==> src/rtl/mem_arb_pkg.sv <==
// Shared types for the icache/dcache memory arbiter.
// Holds FSM state, requester ids and line geometry.
package mem_arb_pkg;

   typedef enum logic [1:0] {IDLE, CMD, RESP} arb_state_t;

   typedef enum logic {REQ_IC, REQ_DC} req_id_t;

   localparam int LINE_BYTES    = 16;
   localparam int LINE_OFF_BITS = 4;

endpackage

==> src/rtl/rr_arb2.sv <==
// Two-requester round-robin picker (combinational).
// Ports: req[0]=icache, req[1]=dcache, last = previous winner, grant = pick.
module rr_arb2
   import mem_arb_pkg::*;
(
   input  logic [1:0] req,
   input  req_id_t    last,
   output req_id_t    grant
);

   always_comb begin
      grant = REQ_IC;
      unique case (1'b1)
         req[0] && req[1]:
            grant = (last == REQ_IC) ? REQ_DC : REQ_IC;
         req[1] && !req[0]:
            grant = REQ_DC;
         default:
            grant = REQ_IC;
      endcase
   end

endmodule

==> src/rtl/icache_dcache_mem_arbiter.sv <==
// Shares one line-wide memory port between icache refill and dcache
// refill/writeback, one transaction at a time, round-robin on contention.
// Ports: ic_* icache read side, dc_* dcache read/write side,
//        mem_* registered command port with waitrequest and rdvalid.
module icache_dcache_mem_arbiter
   import mem_arb_pkg::*;
#(
   parameter int ADDR_WIDTH = 32,
   parameter int DATA_WIDTH = 128
)(
   input  logic                  clock,
   input  logic                  reset_n,
   input  logic [ADDR_WIDTH-1:0] ic_addr,
   input  logic                  ic_rd,
   output logic [DATA_WIDTH-1:0] ic_rdata,
   output logic                  ic_waitrequest,
   input  logic [ADDR_WIDTH-1:0] dc_addr,
   input  logic                  dc_rd,
   input  logic                  dc_wr,
   input  logic [DATA_WIDTH-1:0] dc_wdata,
   output logic [DATA_WIDTH-1:0] dc_rdata,
   output logic                  dc_waitrequest,
   output logic [ADDR_WIDTH-1:0] mem_addr,
   output logic                  mem_rd,
   output logic                  mem_wr,
   output logic [DATA_WIDTH-1:0] mem_wdata,
   input  logic                  mem_waitrequest,
   input  logic [DATA_WIDTH-1:0] mem_rdata,
   input  logic                  mem_rdvalid
);

   localparam logic [ADDR_WIDTH-1:0] LINE_MASK =
      ADDR_WIDTH'(LINE_BYTES - 1);

   arb_state_t            state;
   arb_state_t            state_nxt;
   req_id_t               owner;
   req_id_t               last_grant;
   req_id_t               grant;
   logic                  aborted;
   logic                  ic_req;
   logic                  dc_req;
   logic                  any_req;
   logic                  owner_req;
   logic                  grant_wr;
   logic                  done;
   logic                  deliver;
   logic [ADDR_WIDTH-1:0] grant_addr;

   assign ic_req    = ic_rd;
   assign dc_req    = dc_rd | dc_wr;
   assign any_req   = ic_req | dc_req;
   assign owner_req = (owner == REQ_IC) ? ic_req : dc_req;

   rr_arb2 u_rr (
      .req   ({dc_req, ic_req}),
      .last  (last_grant),
      .grant (grant)
   );

   // dc_rd together with dc_wr is resolved as a write
   assign grant_addr = (grant == REQ_DC) ? dc_addr : ic_addr;
   assign grant_wr   = (grant == REQ_DC) && dc_wr;

   // Read data is a pure pass-through; waitrequest qualifies it
   assign ic_rdata = mem_rdata;
   assign dc_rdata = mem_rdata;

   always_ff @(posedge clock or negedge reset_n) begin
      if (!reset_n) state <= IDLE;
      else          state <= state_nxt;
   end

   always_comb begin
      state_nxt = state;
      unique case (state)
         IDLE:
            if (any_req) state_nxt = CMD;
         CMD:
            if (!mem_waitrequest) state_nxt = mem_wr ? IDLE : RESP;
         RESP:
            if (mem_rdvalid) state_nxt = IDLE;
         default:
            state_nxt = IDLE;
      endcase
   end

   // Completion is hidden if the owner ever dropped its request
   // during this transaction (fetch redirect): data is discarded.
   always_comb begin
      done = 1'b0;
      unique case (state)
         CMD    : done = mem_wr && !mem_waitrequest;
         RESP   : done = mem_rdvalid;
         default: done = 1'b0;
      endcase
      deliver        = done && owner_req && !aborted;
      ic_waitrequest = !(deliver && owner == REQ_IC);
      dc_waitrequest = !(deliver && owner == REQ_DC);
   end

   always_ff @(posedge clock or negedge reset_n) begin
      if (!reset_n) begin
         mem_rd     <= 1'b0;
         mem_wr     <= 1'b0;
         mem_addr   <= '0;
         mem_wdata  <= '0;
         owner      <= REQ_IC;
         last_grant <= REQ_IC;
         aborted    <= 1'b0;
      end else begin
         unique case (state)
            IDLE:
               if (any_req) begin
                  mem_addr   <= grant_addr & ~LINE_MASK;
                  mem_rd     <= !grant_wr;
                  mem_wr     <= grant_wr;
                  owner      <= grant;
                  last_grant <= grant;
                  aborted    <= 1'b0;
                  if (grant_wr) mem_wdata <= dc_wdata;
               end
            CMD: begin
               if (!mem_waitrequest) begin
                  mem_rd <= 1'b0;
                  mem_wr <= 1'b0;
               end
               if (!owner_req) aborted <= 1'b1;
            end
            RESP:
               if (!owner_req) aborted <= 1'b1;
            default: ;
         endcase
      end
   end

endmodule

==> config.mk <==
export PLATFORM = sky130hd
export DESIGN_NAME = icache_dcache_mem_arbiter
export DESIGN_NICKNAME = d
export VERILOG_FILES = /design/src/rtl/mem_arb_pkg.sv /design/src/rtl/rr_arb2.sv /design/src/rtl/icache_dcache_mem_arbiter.sv
export SDC_FILE = /design/constraint.sdc
export NUM_CORES = 1
export LEC_CHECK = 0
export ABC_AREA = 0
export BUFFER_PORTS_ARGS = -buffer_cell sky130_fd_sc_hd__buf_2
export CAP_MARGIN = 25
export CORE_AREA = 4 4 288 290
export CTS_CLUSTER_SIZE = 28
export DETAILED_ROUTE_END_ITERATION = 10
export DIE_AREA = 0 0 292 294
export SYNTH_ARGS = -nofsm -noshare
export SYNTH_HDL_FRONTEND = slang
export SYNTH_HIERARCHICAL = 1
export SYNTH_SLANG_ARGS = --single-unit
==> constraint.sdc <==
create_clock -name clock -period 2.5 [get_ports clock]
set_input_delay 0.125 -clock clock [delete_from_list [all_inputs] [get_ports clock]]
set_output_delay 0.125 -clock clock [all_outputs]
set_load 0.02 [all_outputs]
==> results.py <==
metrics = {
    "status": {
        "status": "completed",
    },
    "synthesis": {
        "synth_ff_type": "dfrtp_1",
        "ys_warn_count": 6,
        "ys_types": 29,
        "synth-seq-area-share_pct": 48.3,
        "syn-cell-area_sq_mm": 0.00839,
        "synth_enable_flop_cells": 0,
        "syn_area_per_cell_sq_um": 8.72,
        "async_reset_ff_share_pct": 100,
        "ys_ff_latch": 162,
        "syn_inst": 963,
    },
    "min_path": {
        "hold_class": "input pin to flip-flop",
    },
    "global_route": {
        "grt_max_degree": 56,
        "first_global_vias": 7479,
        "track_usage_pct": 6.89,
        "grt_pass1_wl_mm": 43.6,
        "gr-total-overflow": 0,
        "antenna_found_initial": 5,
    },
    "power_and_ir_drop": {
        "power.leakage_nw": 6.13,
        "p_per_area_mw_per_mm2": 1050,
        "peakVddDrop_mv": 0.515,
    },
    "drt": {
        "wl_mm": 29.2,
        "top_layer": "met5",
        "drtAntennaViolNets": 0,
        "vias": 6841,
        "drt_iter0_drc": 215,
        "drc": 0,
        "met1Wirelength_mm": 10.1,
        "wire_per_inst_um": 12.6,
        "wl_met2_mm": 12.3,
        "vias_per_cell": 2.95,
        "first_pass_iters": 4,
        "route.met3.wl_mm": 3.96,
    },
    "final_layout": {
        "multi_input_comb_area_sq_mm": 0.00225,
        "seq_area_sq_mm": 0.00405,
        "fillers": 8971,
        "finalNetCount": 1571,
        "layout-drive-gt1-share_pct": 32.1,
        "final_area_sq_mm": 0.0120,
        "syn_to_final_growth_pct": 43.5,
        "stdcell_count": 2318,
    },
    "sta": {
        "max_slew.worst_pin.slew_ns": 0.909,
        "setup_tns_ns": 0,
        "slew_headroom_pct": 39.4,
        "drv_slew": 0,
        "finalHoldViolCount": 0,
        "fmax_ghz": 0.449,
        "min_period_ns": 2.23,
        "setup_viol": 0,
        "post-route-period-util_pct": 89.0,
        "rsz0062_at_grt": "false",
        "clock_skew_ns": 0.0168,
    },
    "placement": {
        "dpl_cell_area_sq_mm": 0.00960,
        "port_buffers": 350,
        "place_inst": 2096,
        "routabilityCongestion": 0.772,
        "dp_hpwl_mm": 20.7,
    },
    "floorplan": {
        "core_area_sq_mm": 0.0803,
        "start_util_pct": 10.5,
        "die_height_um": 294,
        "die-width_um": 292,
        "ios": 747,
        "dieArea_sq_mm": 0.0858,
        "rows": 104,
    },
    "clock_tree": {
        "htree_levels": 4,
        "numCtsBuffers": 17,
        "clock_sink_count": 162,
        "cts_tree": "yes",
        "cts_setup_buffers": 0,
        "insertion_delay_ns": 0.48,
        "cts.reportedPaths.clkPinSlew_ns": 0.07,
        "root_buffer": "clkbuf_16",
        "max-clock-path-buffers": 2,
    },
    "worst_setup_path": {
        "crit_start": "last_grant",
        "cp-end-kind": "flip-flop",
        "cp-start-kind": "flip-flop",
        "timing.rr.start": "last_grant",
        "crit_required_ns": 2.82,
        "r2r_cells": 5,
        "crit_arrival_ns": 2.55,
        "worstPathMaxFanout": 29,
        "crit_end": "mem_addr[21]",
        "r2r_end": "mem_addr[21]",
        "reg2reg_slack_ns": 0.27,
        "path_class": "flip-flop to flip-flop",
    },
    "job": {
        "cap_violations": 0,
    },
}
metrics by stage:
step | hold slack, ns | setup WS, ns | total power [W] | util (%)
after floorplan | -0.171 | 0.824 | 0.00827 | -
after global placement | 0.143 | 0.506 | 0.00973 | 12.0
after detailed placement | 0.146 | 0.481 | 0.00980 | 12.0
after CTS | 0.00758 | 0.207 | 0.0130 | 15.0
after global routing | 0.0785 | 0.0809 | 0.0137 | 15.0
final | 0.102 | 0.275 | 0.0127 | 15.0
state kept, by name (all words and copies together) (netlist names):
| register | flops |
|---|---|
| aborted | 1 |
| last_grant | 1 |
| mem_addr | 28 |
| mem_rd | 1 |
| mem_wdata | 128 |
| mem_wr | 1 |
| state | 2 |
final cells by class:
| cell class | instances | share of cell area (%) |
|---|---|---|
| Antenna cell | 4 | 0.0831 |
| Clock buffer | 20 | 3.62 |
| Clock inverter | 12 | 1.12 |
| Inverter | 7 | 0.218 |
| Multi-Input combinational cell | 500 | 18.6 |
| Sequential cell | 162 | 33.7 |
| Tap cell | 1060 | 11.0 |
| Timing Repair Buffer | 553 | 31.6 |
cells by family (layout without fill, tap and decap cells):
kind of cell,after synthesis,count (layout),synth area share (%)
DFF,162,162,48.3
AOI/OAI and AO/OA,39,39,2.80
other,1,8,0.0447
adders and majority gates,3,3,0.447
buffers and inverters,304,592,25.5
and+or+nand+nor,423,423,19.2
muxes,31,31,3.73
worst max-delay path, stage by stage (launching register included):
cell,delay [ns]
dfrtp_1,0.45
a21boi_4,0.23
buf_4,0.48
mux2i_1,0.25
dlygate4sd3_1,0.57
o21ai_0,0.07
placed cells by master, fill, tap and decap left out, drive strengths merged, types with 2 or more instances in the layout:
master	count
conb	4
clkbuf	21
nand3b	2
dfrtp	162
diode	4
ha	3
mux2	2
o21ai	29
mux2i	29
buf	366
inv	8
bufinv	2
clkinvlp	4
clkinv	5
nand3	2
dlygate4sd3	186
nand2	415
metal layers:
| metal | vias to the layer above | GRT usage (%) |
|---|---|---|
| met5 | - | 1.22 |
| li1 | 3264 | - |
| met4 | 8 | 7.03 |
| met1 | 2953 | 6.41 |
| met3 | 131 | 4.46 |
| met2 | 485 | 9.84 |
worst min path at each step:
stage	cells past startpoint	to	startpoint	slack, ns
6_report	4	state[1]	mem_rdvalid	0.10
2_1_floorplan	0	aborted	reset_n	-0.17
5_1_grt	4	state[1]	mem_rdvalid	0.08
3_5_place_dp	1	mem_wdata[114]	reset_n	0.15
4_1_cts	4	state[1]	mem_rdvalid	0.008
3_3_place_gp	1	mem_wdata[109]	reset_n	0.14
synth_stat cells (all sizes together) (2+ instances only):
cell type  number  area [sq um]
o21ai          29           145
mux2i          29           290
buf           276          2030
ha              3          37.5
nand2         415          1560
nand3           2          10.0
clkbuf         21          78.8
mux2            2          22.5
inv             7          26.3
nand3b          2          15.0
dfrtp         162          4050
report_power, final:
group          switching (W)  internal (W)  total, W
Sequential          0.000636       0.00384   0.00447
Combinational        0.00356       0.00200   0.00556
Clock                0.00119       0.00147   0.00266
Total                0.00538       0.00731    0.0127
repair_timing:
action,CTS,global route
gates resized for setup,0,0
hold buffers,186,0
endpoints found under the hold margin,223,0
Note: power is estimated with default switching activity, not from simulation.
